### src/rtl/normalized_motion_computer.sv
// Centroid-difference motion stage: per-window sum/count in fixed point,
// one shared restoring divider, low-activity gating and dominant-axis flag.
module normalized_motion_computer #(
    parameter  int SUM_BITS   = 18,
    parameter  int COUNT_BITS = 12,
    parameter  int FRAC_BITS  = 4,
    parameter  int MIN_COUNT  = 8,
    localparam int Q          = SUM_BITS + FRAC_BITS,
    localparam int D_BITS     = Q + 1
) (
    input  logic                         clk,
    input  logic                         rst_n,
    input  logic                         in_valid,
    output logic                         in_ready,
    input  logic signed [SUM_BITS-1:0]   early_sum_x,
    input  logic signed [SUM_BITS-1:0]   early_sum_y,
    input  logic        [COUNT_BITS-1:0] early_count,
    input  logic signed [SUM_BITS-1:0]   late_sum_x,
    input  logic signed [SUM_BITS-1:0]   late_sum_y,
    input  logic        [COUNT_BITS-1:0] late_count,
    output logic                         out_valid,
    input  logic                         out_ready,
    output logic signed [D_BITS-1:0]     delta_x,
    output logic signed [D_BITS-1:0]     delta_y,
    output logic        [D_BITS-1:0]     abs_delta_x,
    output logic        [D_BITS-1:0]     abs_delta_y,
    output logic        [COUNT_BITS:0]   total_events,
    output logic                         low_activity,
    output logic                         dominant_x
);

    localparam int CW = $clog2(Q);
    localparam logic [COUNT_BITS-1:0] MIN_C = COUNT_BITS'(MIN_COUNT);
    localparam logic [CW-1:0] LAST_BIT = CW'(Q - 1);

    typedef enum logic [2:0] {
        IDLE,
        CHECK,
        DIV,
        FIN,
        OUT
    } state_t;

    state_t state, state_d;

    // Sums in divider order: early_x, early_y, late_x, late_y
    logic signed [SUM_BITS-1:0] sum_q [4];
    logic        [COUNT_BITS-1:0] e_cnt, l_cnt;
    logic signed [D_BITS-1:0] cen [4];

    logic                  low_q;
    logic [1:0]            qsel;
    logic [CW-1:0]         bit_cnt;
    logic [Q-1:0]          num;
    logic [COUNT_BITS-1:0] rem;
    logic [Q-2:0]          quo;

    logic                         low_cond;
    logic                         bit_last;
    logic signed [SUM_BITS-1:0]   cur_sum;
    logic        [COUNT_BITS-1:0] cur_cnt;
    logic        [COUNT_BITS:0]   rem_sh;
    logic        [COUNT_BITS:0]   diff;
    logic                         fits;
    logic        [COUNT_BITS-1:0] rem_nx;
    logic        [Q-1:0]          quo_nx;
    logic        [D_BITS-1:0]     q_ext;
    logic signed [D_BITS-1:0]     cen_val;
    logic signed [D_BITS-1:0]     dx_c, dy_c;
    logic        [D_BITS-1:0]     ax_c, ay_c;

    // Magnitude of a signed sum scaled by the fraction bits; -2^(N-1) maps
    // cleanly onto an N-bit unsigned magnitude.
    function automatic logic [Q-1:0] mag_num(
        input logic [SUM_BITS-1:0] s
    );
        logic [SUM_BITS-1:0] m;
        m = s[SUM_BITS-1] ? (~s + 1'b1) : s;
        return {m, {FRAC_BITS{1'b0}}};
    endfunction

    assign in_ready  = (state == IDLE) && rst_n;
    assign out_valid = (state == OUT);

    assign low_cond = (e_cnt < MIN_C) || (l_cnt < MIN_C);
    assign bit_last = (bit_cnt == LAST_BIT);
    assign cur_sum  = sum_q[qsel];
    assign cur_cnt  = qsel[1] ? l_cnt : e_cnt;

    // Restoring step: the remainder is always below the divisor, so the
    // borrow bit of the trial subtraction is the quotient-bit decision.
    always_comb begin
        rem_sh  = {rem, num[Q-1]};
        diff    = rem_sh - {1'b0, cur_cnt};
        fits    = ~diff[COUNT_BITS];
        rem_nx  = fits ? diff[COUNT_BITS-1:0] : rem_sh[COUNT_BITS-1:0];
        quo_nx  = {quo, fits};
        q_ext   = {1'b0, quo_nx};
        cen_val = cur_sum[SUM_BITS-1] ? -q_ext : q_ext;
    end

    always_comb begin
        dx_c = cen[2] - cen[0];
        dy_c = cen[3] - cen[1];
        ax_c = dx_c[D_BITS-1] ? -dx_c : dx_c;
        ay_c = dy_c[D_BITS-1] ? -dy_c : dy_c;
    end

    always_comb begin
        state_d = state;
        case (state)
            IDLE:    if (in_valid) state_d = CHECK;
            CHECK:   state_d = low_cond ? FIN : DIV;
            DIV:     if (bit_last && qsel == 2'd3) state_d = FIN;
            FIN:     state_d = OUT;
            OUT:     if (out_ready) state_d = IDLE;
            default: state_d = IDLE;
        endcase
    end

    always_ff @(posedge clk or negedge rst_n) begin
        if (!rst_n) state <= IDLE;
        else        state <= state_d;
    end

    always_ff @(posedge clk or negedge rst_n) begin
        if (!rst_n) begin
            for (int i = 0; i < 4; i++) begin
                sum_q[i] <= '0;
                cen[i]   <= '0;
            end
            e_cnt        <= '0;
            l_cnt        <= '0;
            low_q        <= 1'b0;
            qsel         <= '0;
            bit_cnt      <= '0;
            num          <= '0;
            rem          <= '0;
            quo          <= '0;
            delta_x      <= '0;
            delta_y      <= '0;
            abs_delta_x  <= '0;
            abs_delta_y  <= '0;
            total_events <= '0;
            low_activity <= 1'b0;
            dominant_x   <= 1'b0;
        end else begin
            case (state)
                IDLE: begin
                    if (in_valid) begin
                        sum_q[0] <= early_sum_x;
                        sum_q[1] <= early_sum_y;
                        sum_q[2] <= late_sum_x;
                        sum_q[3] <= late_sum_y;
                        e_cnt    <= early_count;
                        l_cnt    <= late_count;
                    end
                end
                CHECK: begin
                    low_q   <= low_cond;
                    qsel    <= '0;
                    bit_cnt <= '0;
                    num     <= mag_num(sum_q[0]);
                    rem     <= '0;
                    quo     <= '0;
                end
                DIV: begin
                    if (bit_last) begin
                        cen[qsel] <= cen_val;
                        qsel      <= qsel + 2'd1;
                        bit_cnt   <= '0;
                        num       <= mag_num(sum_q[qsel + 2'd1]);
                        rem       <= '0;
                        quo       <= '0;
                    end else begin
                        bit_cnt <= bit_cnt + 1'b1;
                        num     <= num << 1;
                        rem     <= rem_nx;
                        quo     <= quo_nx[Q-2:0];
                    end
                end
                FIN: begin
                    total_events <= {1'b0, e_cnt} + {1'b0, l_cnt};
                    low_activity <= low_q;
                    if (low_q) begin
                        delta_x     <= '0;
                        delta_y     <= '0;
                        abs_delta_x <= '0;
                        abs_delta_y <= '0;
                        dominant_x  <= 1'b1;
                    end else begin
                        delta_x     <= dx_c;
                        delta_y     <= dy_c;
                        abs_delta_x <= ax_c;
                        abs_delta_y <= ay_c;
                        dominant_x  <= (ax_c >= ay_c);
                    end
                end
                default: ;
            endcase
        end
    end

endmodule

### config.mk
export PLATFORM = sky130hd
export DESIGN_NAME = normalized_motion_computer
export DESIGN_NICKNAME = d
export VERILOG_FILES = /design/src/rtl/normalized_motion_computer.sv
export SDC_FILE = /design/constraint.sdc
export NUM_CORES = 1
export LEC_CHECK = 0
export CORE_UTILIZATION = 50
export DETAILED_ROUTE_END_ITERATION = 16
export PLACE_DENSITY = 0.84
export SYNTH_ARGS = -nofsm -noshare
export SYNTH_HDL_FRONTEND = slang
export SYNTH_SLANG_ARGS = --single-unit
export TNS_END_PERCENT = 50
### constraint.sdc
create_clock -name clk -period 5.4 [get_ports clk]
set_input_delay 1.35 -clock clk [delete_from_list [all_inputs] [get_ports clk]]
set_output_delay 1.35 -clock clk [all_outputs]
set_load 0.1 [all_outputs]
## Word level (Yosys, flattened, before mapping)

Cells that the tools add are included.

- Word-level logic and storage cells: 102
- Bits in registers: 361
- Output and inout bits: 109

- Reduce and logical (&&, ||, !) cells: 10
- $lt $le $gt $ge: 6
- Mux-type cells: 36
- Bitwise logic cells: 5
- Eq/ne operators: 10
- Add/subtract/negate cells: 11

Operators with widths:

| cell | number |
|---|---|
| 2-to-1 mux 23 bit | 8 |
| 2-to-1 mux 18 bit | 6 |
| bitwise mux 92 bit | 1 |
| binary-select mux 18 bit (select 2 bit) | 2 |
| demux 23 bit (select 2 bit) | 1 |
| negation 23 bit | 2 |
| subtractor 23 bit | 2 |
| one-hot mux 22 bit (2 select lines) | 1 |
| one-hot mux 21 bit (2 select lines) | 1 |
| adder 18 x 1 -> 18 bit (second input constant) | 2 |
| 2-to-1 mux 12 bit | 3 |
| inverter 18 bit | 2 |
| < comparator 12 x 4 -> 1 bit (second input constant) | 2 |
| one-hot mux 12 bit (2 select lines) | 1 |
| greater-or-equal comparator 23 bit | 1 |
| negation 22 -> 23 bit | 1 |
| 2-to-1 mux 22 bit | 1 |
| 2-to-1 mux 21 bit | 1 |
| one-hot mux 3 bit (5 select lines) | 1 |
| adder 12 x 12 -> 13 bit | 1 |
| subtractor 13 x 12 -> 13 bit | 1 |
| one-hot mux 5 bit (2 select lines) | 1 |
| 2-to-1 mux 3 bit | 3 |
| equality test 3 x 2 -> 1 bit (second input constant) | 2 |
| 22 further kinds | 31 |

## Depth between registers and ports, before layout

Gate-level depths: netlist of the first run.

- Word-level depth: 10
- Mapped depth: 24

## Worst setup path before layout of the first run

No wires, ideal clock.

- Path type: in2out
- From: input rst_n
- To: output in_ready
- Setup slack: -347 ps
- Arrival: 4397 ps
- Stages: 1
- Path buffers: 0
- Path through: nor4b_1

- Cells in the longest elaborated chain, start to end: 1

RTL lines:

| item | line | RTL |
|---|---|---|
| start: declaration | 12 | `input logic rst_n,` |
| logical AND 1 bit | 82 | `assign in_ready = (state == IDLE) && rst_n;` |
| end: declaration | 14 | `output logic in_ready,` |

Every way passes these cells.

## Worst setup path in the final report of the first run

- From: register cen[0] in the netlist's numbering
- To: register dominant_x

- Cells in the longest elaborated chain, start to end: 5

RTL lines:

| item | line | RTL |
|---|---|---|
| start: declaration | 49 | `logic signed [D_BITS-1:0] cen [4];` |
| start signal: indexed assignment | 169 | `cen[qsel] <= cen_val;` |
| subtractor 23 bit * | 104 | `dy_c = cen[3] - cen[1];` |
| negation 23 bit | 106 | `ay_c = dy_c[D_BITS-1] ? -dy_c : dy_c;` |
| 2-to-1 mux 23 bit * | 106 |  |
| greater-or-equal comparator 23 bit * | 196 | `dominant_x <= (ax_c >= ay_c);` |
| 2-to-1 mux 1 bit * | 185 | `if (low_q) begin` |
| end signal: assignment | 196 |  |
| end: declaration | 29 | `output logic dominant_x` |

Mark *: on every way between the ends. The rest lies on a longest branch, timed or not.
A chain may end at the register's enable or synchronous reset.

==> results.json, run 1 <==
{
  "run_status": "completed",
  "area_delta_synth_final_pct": 19.4,
  "root_buffer": "clkbuf_16",
  "wire_per_inst_um": 19.3,
  "start_util": 0.509,
  "synthArstFlopShare": 1.00,
  "worstHoldPathType": "flop to flop",
  "dieArea_mm2": 0.0414,
  "finalSetupTns_ns": 0,
  "slew_violations": 0,
  "fin_crit_sh": 0.961,
  "synth_seq_cells": 355,
  "total_power_mw": 11.4,
  "num_io_pins": 209,
  "antenna_found_initial": 1,
  "timing.max_cap.violations": 0,
  "p_leak_nw": 10.6,
  "dp_hpwl_um": 39000,
  "required_ns": 5.84,
  "grt_overflow": 0,
  "rows": 73,
  "slowest_stage": "xor2_1",
  "cts_tree": "done",
  "fmax_mhz": 193,
  "viasPerCell": 6.00,
  "gp_congestion": 0.948,
  "cts_sinks": 355,
  "holdBufCountCts": 0,
  "synth_edf_count": 0,
  "grt_usage": 0.257,
  "synth_most_common_cell": "dfrtp_1",
  "yosysTopAreaCellShare": 0.438,
  "cts.path.max_buffers": 3,
  "netlist_area_mm2": 0.0203,
  "post-place-ws_ns": 0.350,
  "critPathCaptureType": "flop",
  "path_clk_slew_ns": 0.06,
  "hold_viol": 0,
  "netlist.top_cell.by_area": "dfrtp_1",
  "synth_common_cells": "dfrtp_1 (355), nand2_1 (235), o21ai_0 (162), mux2_2 (122), nor2_1 (110)",
  "tightest_slew_ns": 1.08,
  "grt_pass1_vias": 16289,
  "fin_util": 0.608,
  "cts-htree-levels": 2,
  "route.detailed.drc": 0,
  "syn-num-nets": 2210,
  "wl_um": 52900,
  "crit_buf_inv": 1,
  "firstDrtPassIters": 6,
  "path_cells": "inv_1 -> ha_1 -> fa_1 -> nand2b_1 -> a211oi_1 -> nor2_1 -> a41oi_1 -> a211o_1 -> a21oi_1 -> xor2_1 -> nand2_1 -> o21ai_1 -> ha_1 -> nor2b_1 -> o21ai_0 -> nand2_1 -> a21o_1 -> a21oi_1 -> nor2b_1 -> o21ai_0 -> a211oi_1 -> o311a_1 -> o22a_1",
  "arrival_ns": 5.63,
  "crit_path_max_fanout": 5,
  "ys_seq_area_frac": 0.438,
  "ys_types": 97,
  "ir_worst_vdd_mv": 0.328,
  "clk_latency_ns": 0.56,
  "final_nets": 2386,
  "hold_ws_ns": 0.482,
  "power_density_mw_per_mm2": 473,
  "synthCells": 2004,
  "grt_max_degree": 175,
  "io_buffers": 208,
  "die_w_um": 203,
  "drive_gt1_frac": 0.124,
  "diodes": 0,
  "criticalPathCategory": "flop to flop",
  "cts_buffers": 39,
  "drt_iter0_markers": 1248,
  "ys.flop_type": "dfrtp_1",
  "core_area_mm2": 0.0398,
  "worst_path_largest_cell_delay_ns": 0.54,
  "cp_top_family": "compound AO/OA/AOI/OAI gates",
  "yosysWarningCount": 0,
  "grt_pass1_wl_um": 85800,
  "vias": 16415,
  "relSlewSlack": 0.278,
  "grt_setup_unrepaired": "false",
  "die_height_um": 203,
  "ant_nets": 0,
  "setup_viol": 0,
  "clock_skew_ns": 0.0269,
  "start_kind": "flop",
  "synthTopCellsByArea": "dfrtp_1 (44%), mux2_2 (6.8%), ha_1 (6.3%)",
  "finalWorstSetupSlack_ns": 0.209,
  "syn_area_per_cell_um2": 10.1,
  "fin_crit_ns": 5.19
}
-- kinds of logic after synthesis --
logic type	synth area share
muxes	0.0986
xor gates and xnor gates	0.0586
adders and majority gates	0.0669
buffers and inverters	0.0365
AOI/OAI and AO/OA	0.180
DFF	0.438
and+or+nand+nor	0.121
-- per-stage QoR --
step,cells,area (um^2)
global route,2734,24200
CTS,2734,24200
finish,2734,24200
detailed placement,2664,22900
global placement,2664,22900
floorplan,2004,20300
-- cells in the final DEF, fill, tap and decap left out, types with 12 or more instances in the layout --
cell type,instances
a22o_1,69
inv_1,82
o21a_1,14
mux2_2,122
a21o_1,28
dfrtp_1,355
clkdlybuf4s50_1,206
a31oi_1,22
nor2_1,107
mux2i_1,22
and3_1,12
clkbuf_16,40
nand3_1,26
o21ai_0,162
nor3_1,19
nand2b_1,13
o211ai_1,12
ha_1,102
nand2_1,235
or3_1,15
a21oi_1,95
o31ai_1,50
xnor2_1,70
mux4_2,18
o21ai_1,12
nor2b_1,12
xor2_1,61
buf_4,27
-- report_power, final --
part	internal (mW)	leakage (nW)	switching (mW)	total (mW)
clock	1.69	0.658	1.08	2.77
sequential	3.24	4.67	0.549	3.79
combinational	1.85	5.30	3.03	4.88
-- tightest hold or removal path, cell delays in order, from the launching register on --
cell,delay (ns)
dfrtp_1,0.34
nand2_1,0.05
o31ai_1,0.05
-- sequential cells by signal, indices dropped and copies added (netlist names), 13 cells and up --
register      count
abs_delta_x      22
abs_delta_y      22
cen              92
delta_x          23
delta_y          23
num              18
quo              21
sum_q            72
total_events     13
-- path summary, 6_finish.rpt --
path	to	from	slack, ns	cells past startpoint
min	cen[90]	cen[90]	0.48	2
max	dominant_x	cen[0]	0.21	23
min reg2reg	cen[90]	cen[90]	0.48	2
max reg2reg	dominant_x	cen[0]	0.21	23
max in group asynchronous	sum_q[2]	rst_n	3.39	2
min in group asynchronous	delta_x[20]	rst_n	0.70	1
-- metal layers --
layer / global-route usage / part of all wire / up-vias
met4: 0.0867 / 0.031 / 2
met3: 0.0409 / 0.065 / 113
met5: 0 / 0.00025 / -
met1: 0.342 / 0.43 / 8071
met2: 0.427 / 0.48 / 626
li1: - / - / 7603
-- final cells by class --
| type | instances | area [um^2] |
|---|---|---|
| multi-input cells | 1465 | 10700 |
| inverters | 83 | 312 |
| clock buffers | 56 | 1120 |
| fillers | 3160 | 15600 |
| flip-flops and latches | 355 | 8880 |
| well taps | 525 | 657 |
| repair buffers | 236 | 2320 |
| clock inverters | 14 | 218 |
-- what timing repair did --
item	in CTS	in global routing
setup buffers	0	0
endpoints found under the setup margin	0	1
gates resized for setup	0	1
(Power assumes the default switching activity.)
==> run 2: changes to the inputs <==
- PLACE_DENSITY: 0.84 -> unset
- PLACE_DENSITY_LB_ADDON: unset -> 0.05
==> run 2 against run 1 <==
  * Sequential power hardly changed
  * Fmax is 4.9% higher
  * Count of clock-buffer cells in the layout is 2 higher
  * Power is 0.73% lower
  * Setup slack better by 0.24 ns
  * Cell area is 0.28% higher
  * Core utilization is 0.17 points higher
  * Clock skew is 0.0073 ns lower
  * Critical path depth stayed put
  * First-iteration DRC count is 46% lower
  * Critical endpoint unchanged
  * Highest routed layer unchanged
==> results.json, run 2 (same netlist as run 1, synthesis figures left out) <==
{
  "setup_viol": 0,
  "clock_skew_ns": 0.0196,
  "postCtsSetupBuffers": 0,
  "crit_buf_inv": 1,
  "dp_cells": 2674,
  "drt_iter0_markers": 675,
  "grt_pass1_vias": 15922,
  "cts-htree-levels": 2,
  "critPathCaptureType": "flop",
  "layout_commonest_cell": "dfrtp_1",
  "grt_pass1_wl_um": 85600,
  "cp_top_family": "compound AO/OA/AOI/OAI gates",
  "cts_sinks": 355,
  "dieArea_mm2": 0.0414,
  "route.detailed.drc": 0,
  "vias": 15748,
  "start_util": 0.509,
  "total_power_mw": 11.4,
  "drive_gt1_frac": 0.128,
  "fill_cells": 3458,
  "area_delta_synth_final_pct": 19.7,
  "gp_congestion": 0.917,
  "wl_um": 52500,
  "cts_tree": "done",
  "final_nets": 2397,
  "firstDrtPassIters": 5,
  "run_status": "completed",
  "tightest_slew_ns": 1.13,
  "worstHoldPathType": "flop to flop",
  "fmax_mhz": 202,
  "start_kind": "flop",
  "relSlewSlack": 0.245,
  "die_w_um": 203,
  "crit_path_max_fanout": 4,
  "fin_area_mm2": 0.0243,
  "largest_register_ffs": 92,
  "path_cells": "inv_1 -> ha_1 -> fa_1 -> nand2b_1 -> a21o_1 -> a211oi_1 -> o311a_1 -> a311o_1 -> a21oi_1 -> xnor2_2 -> nor2_1 -> a21oi_1 -> ha_1 -> nor2b_1 -> o21ai_0 -> nand2_1 -> a21o_1 -> a21oi_1 -> nor2b_1 -> o21ai_0 -> a211oi_1 -> o311a_1 -> o22a_1",
  "slew_violations": 0,
  "cts.path.max_buffers": 3,
  "worst_path_largest_cell_delay_ns": 0.45,
  "regMostFlops": "cen",
  "power_density_mw_per_mm2": 468,
  "die_height_um": 203,
  "rows": 73,
  "hold_ws_ns": 0.475,
  "grt_overflow": 0,
  "ir_worst_vdd_mv": 0.291,
  "root_buffer": "clkbuf_16",
  "cts_buffers": 40,
  "viasPerCell": 5.74,
  "grt_usage": 0.261,
  "final_cell_count_no_fill": 2745,
  "num_io_pins": 209,
  "clk_latency_ns": 0.57,
  "grt_max_degree": 101,
  "cts_resized": 0,
  "ant_nets": 0,
  "fin_crit_ns": 4.95,
  "timing.max_cap.violations": 0,
  "fin_crit_sh": 0.917,
  "holdBufCountCts": 0,
  "required_ns": 5.85,
  "core_area_mm2": 0.0398,
  "arrival_ns": 5.40,
  "finalSetupTns_ns": 0,
  "dp_hpwl_um": 39400,
  "p_leak_nw": 10.7,
  "cpMostUsedCell": "a21oi_1",
  "grt_setup_unrepaired": "false",
  "path_clk_slew_ns": 0.06,
  "post_dp_cell_area_mm2": 0.0229,
  "io_buffers": 208,
  "wire_per_inst_um": 19.1,
  "layout_common_cells": "dfrtp_1 (355), nand2_1 (235), clkdlybuf4s50_1 (206), o21ai_0 (162), mux2_2 (122)",
  "largest_registers": "cen (92), sum_q (72)",
  "criticalPathCategory": "flop to flop",
  "hold_viol": 0,
  "slowest_stage": "a211oi_1",
  "antenna_found_initial": 1
}
[run 2: changes by cell type in the layout (fill, tap and decap cells not counted), sizes merged]
cell / before / now
clkbuf: 56 / 58
inv: 85 / 83
diode: 0 / 1
bufinv: 5 / 3
buf: 30 / 40
clkinv: 7 / 6
clkinvlp: 0 / 3
[run 2: path summary, 6_finish.rpt]
check                      depth (start not counted)  slack [ns]              end            start
min in group asynchronous                          1        0.68          cen[60]            rst_n
setup reg to reg                                  23        0.45       dominant_x          cen[23]
hold reg to reg                                    2        0.48  total_events[0]  total_events[0]
hold / removal                                     2        0.48  total_events[0]  total_events[0]
setup / recovery                                  23        0.45       dominant_x          cen[23]
max in group asynchronous                          3        2.87         e_cnt[4]            rst_n
[run 2: layout make-up]
cell class	instances	area, um^2	area share
well taps	525	657	0.0271
clock buffers	58	1180	0.0487
repair buffers	246	2390	0.0987
clock inverters	12	154	0.00634
inverters	83	312	0.0128
flip-flops and latches	355	8880	0.366
multi-input cells	1465	10700	0.440
diodes	1	2.50	0.000103
[run 2: per-layer routing]
metal	routed length, um	GRT usage	part of all wire
met4	1820	0.107	0.035
met3	1930	0.0332	0.037
met1	23200	0.336	0.44
met5	12	0	0.00023
met2	25500	0.445	0.49
[run 2: power breakdown]
| part | total (mW) | leakage (nW) | internal, mW | switching [mW] |
|---|---|---|---|---|
| Clock | 2.77 | 0.648 | 1.66 | 1.11 |
| Combinational | 4.81 | 5.35 | 1.88 | 2.94 |
| Sequential | 3.78 | 4.67 | 3.24 | 0.538 |
| Total | 11.4 | 10.7 | 6.78 | 4.58 |
[run 2: worst register-to-register path, stage by stage, from the launching register on]
cell and delay, ns:
dfrtp_1 0.35, inv_1 0.05, ha_1 0.21, fa_1 0.40, nand2b_1 0.18, a21o_1 0.21
a211oi_1 0.45, o311a_1 0.31, a311o_1 0.18, a21oi_1 0.09, xnor2_2 0.37, nor2_1 0.08
a21oi_1 0.18, ha_1 0.27, nor2b_1 0.13, o21ai_0 0.14, nand2_1 0.08, a21o_1 0.18
a21oi_1 0.14, nor2b_1 0.06, o21ai_0 0.19, a211oi_1 0.10, o311a_1 0.33, o22a_1 0.15
[run 2: through the flow]
stage          setup WS, ns  utilization
2_1_floorplan         0.686            -
3_3_place_gp          0.535        0.576
3_5_place_dp          0.498        0.576
4_1_cts               0.474        0.609
5_1_grt               0.160        0.609
6_report              0.449        0.609
==> run 3: changes to the inputs <==
- GPL_TIMING_DRIVEN: unset -> 0
==> run 3 against run 2 <==
  * Count of clock-buffer cells in the layout shrank 1
  * Cell area is 1.5% higher
  * Register-to-register slack worse by 0.24 ns
==> results.json, run 3 (same netlist as run 1, synthesis figures left out) <==
{
  "firstDrtPassIters": 5,
  "required_ns": 5.91,
  "arrival_ns": 5.70,
  "wire_per_inst_um": 20.0,
  "seq_area_mm2": 0.00888,
  "io_buffers": 208,
  "crit_buf_inv": 4,
  "root_buffer": "clkbuf_16",
  "core_area_mm2": 0.0398,
  "layout_commonest_cell": "dfrtp_1",
  "drt_iter0_markers": 868,
  "slowest_stage": "xnor2_1",
  "layout_common_cells": "dfrtp_1 (355), nand2_1 (235), clkdlybuf4s50_1 (206), o21ai_0 (162), mux2_2 (122)",
  "endpoint": "cen[83]",
  "num_io_pins": 209,
  "grt_max_degree": 117,
  "path_clk_slew_ns": 0.06,
  "antenna_found_initial": 0,
  "fin_util": 0.618,
  "cp_top_family": "compound AO/OA/AOI/OAI gates",
  "fill_cells": 3428,
  "timing.max_cap.violations": 0,
  "cts_tree": "done",
  "wl_um": 56400,
  "finalSetupTns_ns": 0,
  "cts_buffers": 40,
  "dieArea_mm2": 0.0414,
  "grt_pass1_vias": 15955,
  "largest_register_ffs": 92,
  "setup_viol": 0,
  "cts-htree-levels": 2,
  "clock_skew_ns": 0.0235,
  "final_nets": 2466,
  "ir_worst_vdd_mv": 0.340,
  "diodes": 0,
  "path_cells": "clkbuf_2 -> buf_4 -> mux2i_1 -> fa_1 -> a21o_1 -> a21o_1 -> a2111o_1 -> nand3_1 -> o21a_1 -> a21oi_1 -> xor2_2 -> inv_2 -> clkbuf_4 -> ha_1 -> nand2_1 -> o31ai_1 -> xnor2_1 -> mux2_2",
  "criticalPathCategory": "flop to flop",
  "drive_gt1_frac": 0.124,
  "die_w_um": 203,
  "largest_registers": "cen (92), sum_q (72)",
  "hold_ws_ns": 0.478,
  "fin_crit_sh": 0.962,
  "timing.rr.end": "cen[83]",
  "slew_violations": 0,
  "holdBufCountCts": 0,
  "power_density_mw_per_mm2": 481,
  "gp_congestion": 0.922,
  "grt_usage": 0.277,
  "ant_nets": 0,
  "crit_path_max_fanout": 10,
  "tightest_slew_ns": 1.04,
  "worst_path_largest_cell_delay_ns": 0.56,
  "run_status": "completed",
  "route.detailed.drc": 0,
  "viasPerCell": 5.78,
  "grt_setup_unrepaired": "false",
  "vias": 16269,
  "relSlewSlack": 0.309,
  "dp_hpwl_um": 43700,
  "crit_cells": 18,
  "hold_viol": 0,
  "cts.path.max_buffers": 3,
  "cts_sinks": 355,
  "rr_worst_depth": 18,
  "grt_pass1_wl_um": 89200,
  "die_height_um": 203,
  "rows": 73,
  "start_kind": "flop",
  "startpoint": "qsel[1]",
  "grt_overflow": 0,
  "p_leak_nw": 10.8,
  "fin_crit_ns": 5.19,
  "start_util": 0.509,
  "worstHoldPathType": "flop to flop",
  "reg2reg_slack_ns": 0.21,
  "area_delta_synth_final_pct": 21.5,
  "cpMostUsedCell": "a21o_1",
  "regMostFlops": "cen",
  "clk_latency_ns": 0.58,
  "multi_input_area_mm2": 0.0107,
  "timing.rr.start": "qsel[1]",
  "critPathCaptureType": "flop",
  "fmax_mhz": 193
}
-- run 3: cell count changes in the layout (fill, tap and decap cells not counted), moves of 3 or more --
cell and delta:
buf_16 +3, buf_2 +5, buf_4 -28, buf_6 +4, clkbuf_1 +75, clkbuf_2 +4, clkbuf_8 +3, nor2_1 +3
xor2_1 -4, xor2_2 +4
-- run 3: worst min-delay path by stage --
stage,startpoint,end,slack (ns),depth (start not counted)
after floorplan,num[6],num[6],0.44,2
after global placement,delta_x[7],delta_x[7],0.46,2
after detailed placement,total_events[4],total_events[4],0.47,2
after CTS,total_events[4],total_events[4],0.48,2
after global routing,num[8],num[8],0.49,1
final,delta_x[6],delta_x[6],0.48,2
-- run 3: stage by stage --
| step | total power, mW | worst slack, ns | area (um^2) | std cells |
|---|---|---|---|---|
| 2_1_floorplan | 7.21 | 0.686 | 20300 | 2004 |
| 3_3_place_gp | 8.77 | -12.38 | 23000 | 2737 |
| 4_1_cts | 11.8 | -0.0211 | 24500 | 2811 |
| 5_1_grt | 12.5 | 0.00368 | 24600 | 2814 |
| 3_5_place_dp | 8.90 | -1.09 | 23100 | 2740 |
| 6_report | 11.8 | 0.208 | 24600 | 2814 |
-- run 3: layout make-up --
type / count / share of cell area
Buffer: 101 / 0.0181
Clock buffer: 57 / 0.0490
Clock inverter: 14 / 0.00757
Inverter: 83 / 0.0127
Multi-Input combinational cell: 1465 / 0.436
Sequential cell: 355 / 0.361
Tap cell: 525 / 0.0267
Timing Repair Buffer: 214 / 0.0891
-- run 3: what timing repair did --
| action | in CTS | in global routing |
|---|---|---|
| endpoints found under the setup margin | 60 | 35 |
| setup buffers | 0 | 3 |
| pin swaps | 0 | 1 |
| resized for setup | 10 | 17 |
-- run 3: metal layers --
metal	GRT usage	wire length [um]	up-vias
li1	-	-	7770
met1	0.354	23900	7915
met2	0.477	27800	492
met3	0.0348	2680	92
met4	0.106	1980	0
met5	0	0	-
-- run 3: power by group --
part	total [mW]	switching [mW]	internal [mW]
combinational	5.22	3.31	1.91
sequential	3.75	0.508	3.24
clock	2.88	1.13	1.75
total	11.8	4.95	6.90
-- run 3: worst reg2reg max path, stage by stage, from the launching register on --
cell and delay (ns):
dfrtp_1 0.37, clkbuf_2 0.29, buf_4 0.29, mux2i_1 0.18, fa_1 0.46, a21o_1 0.21, a21o_1 0.22, a2111o_1 0.45
nand3_1 0.10, o21a_1 0.19, a21oi_1 0.14, xor2_2 0.40, inv_2 0.17, clkbuf_4 0.26, ha_1 0.27, nand2_1 0.20
o31ai_1 0.11, xnor2_1 0.56, mux2_2 0.29
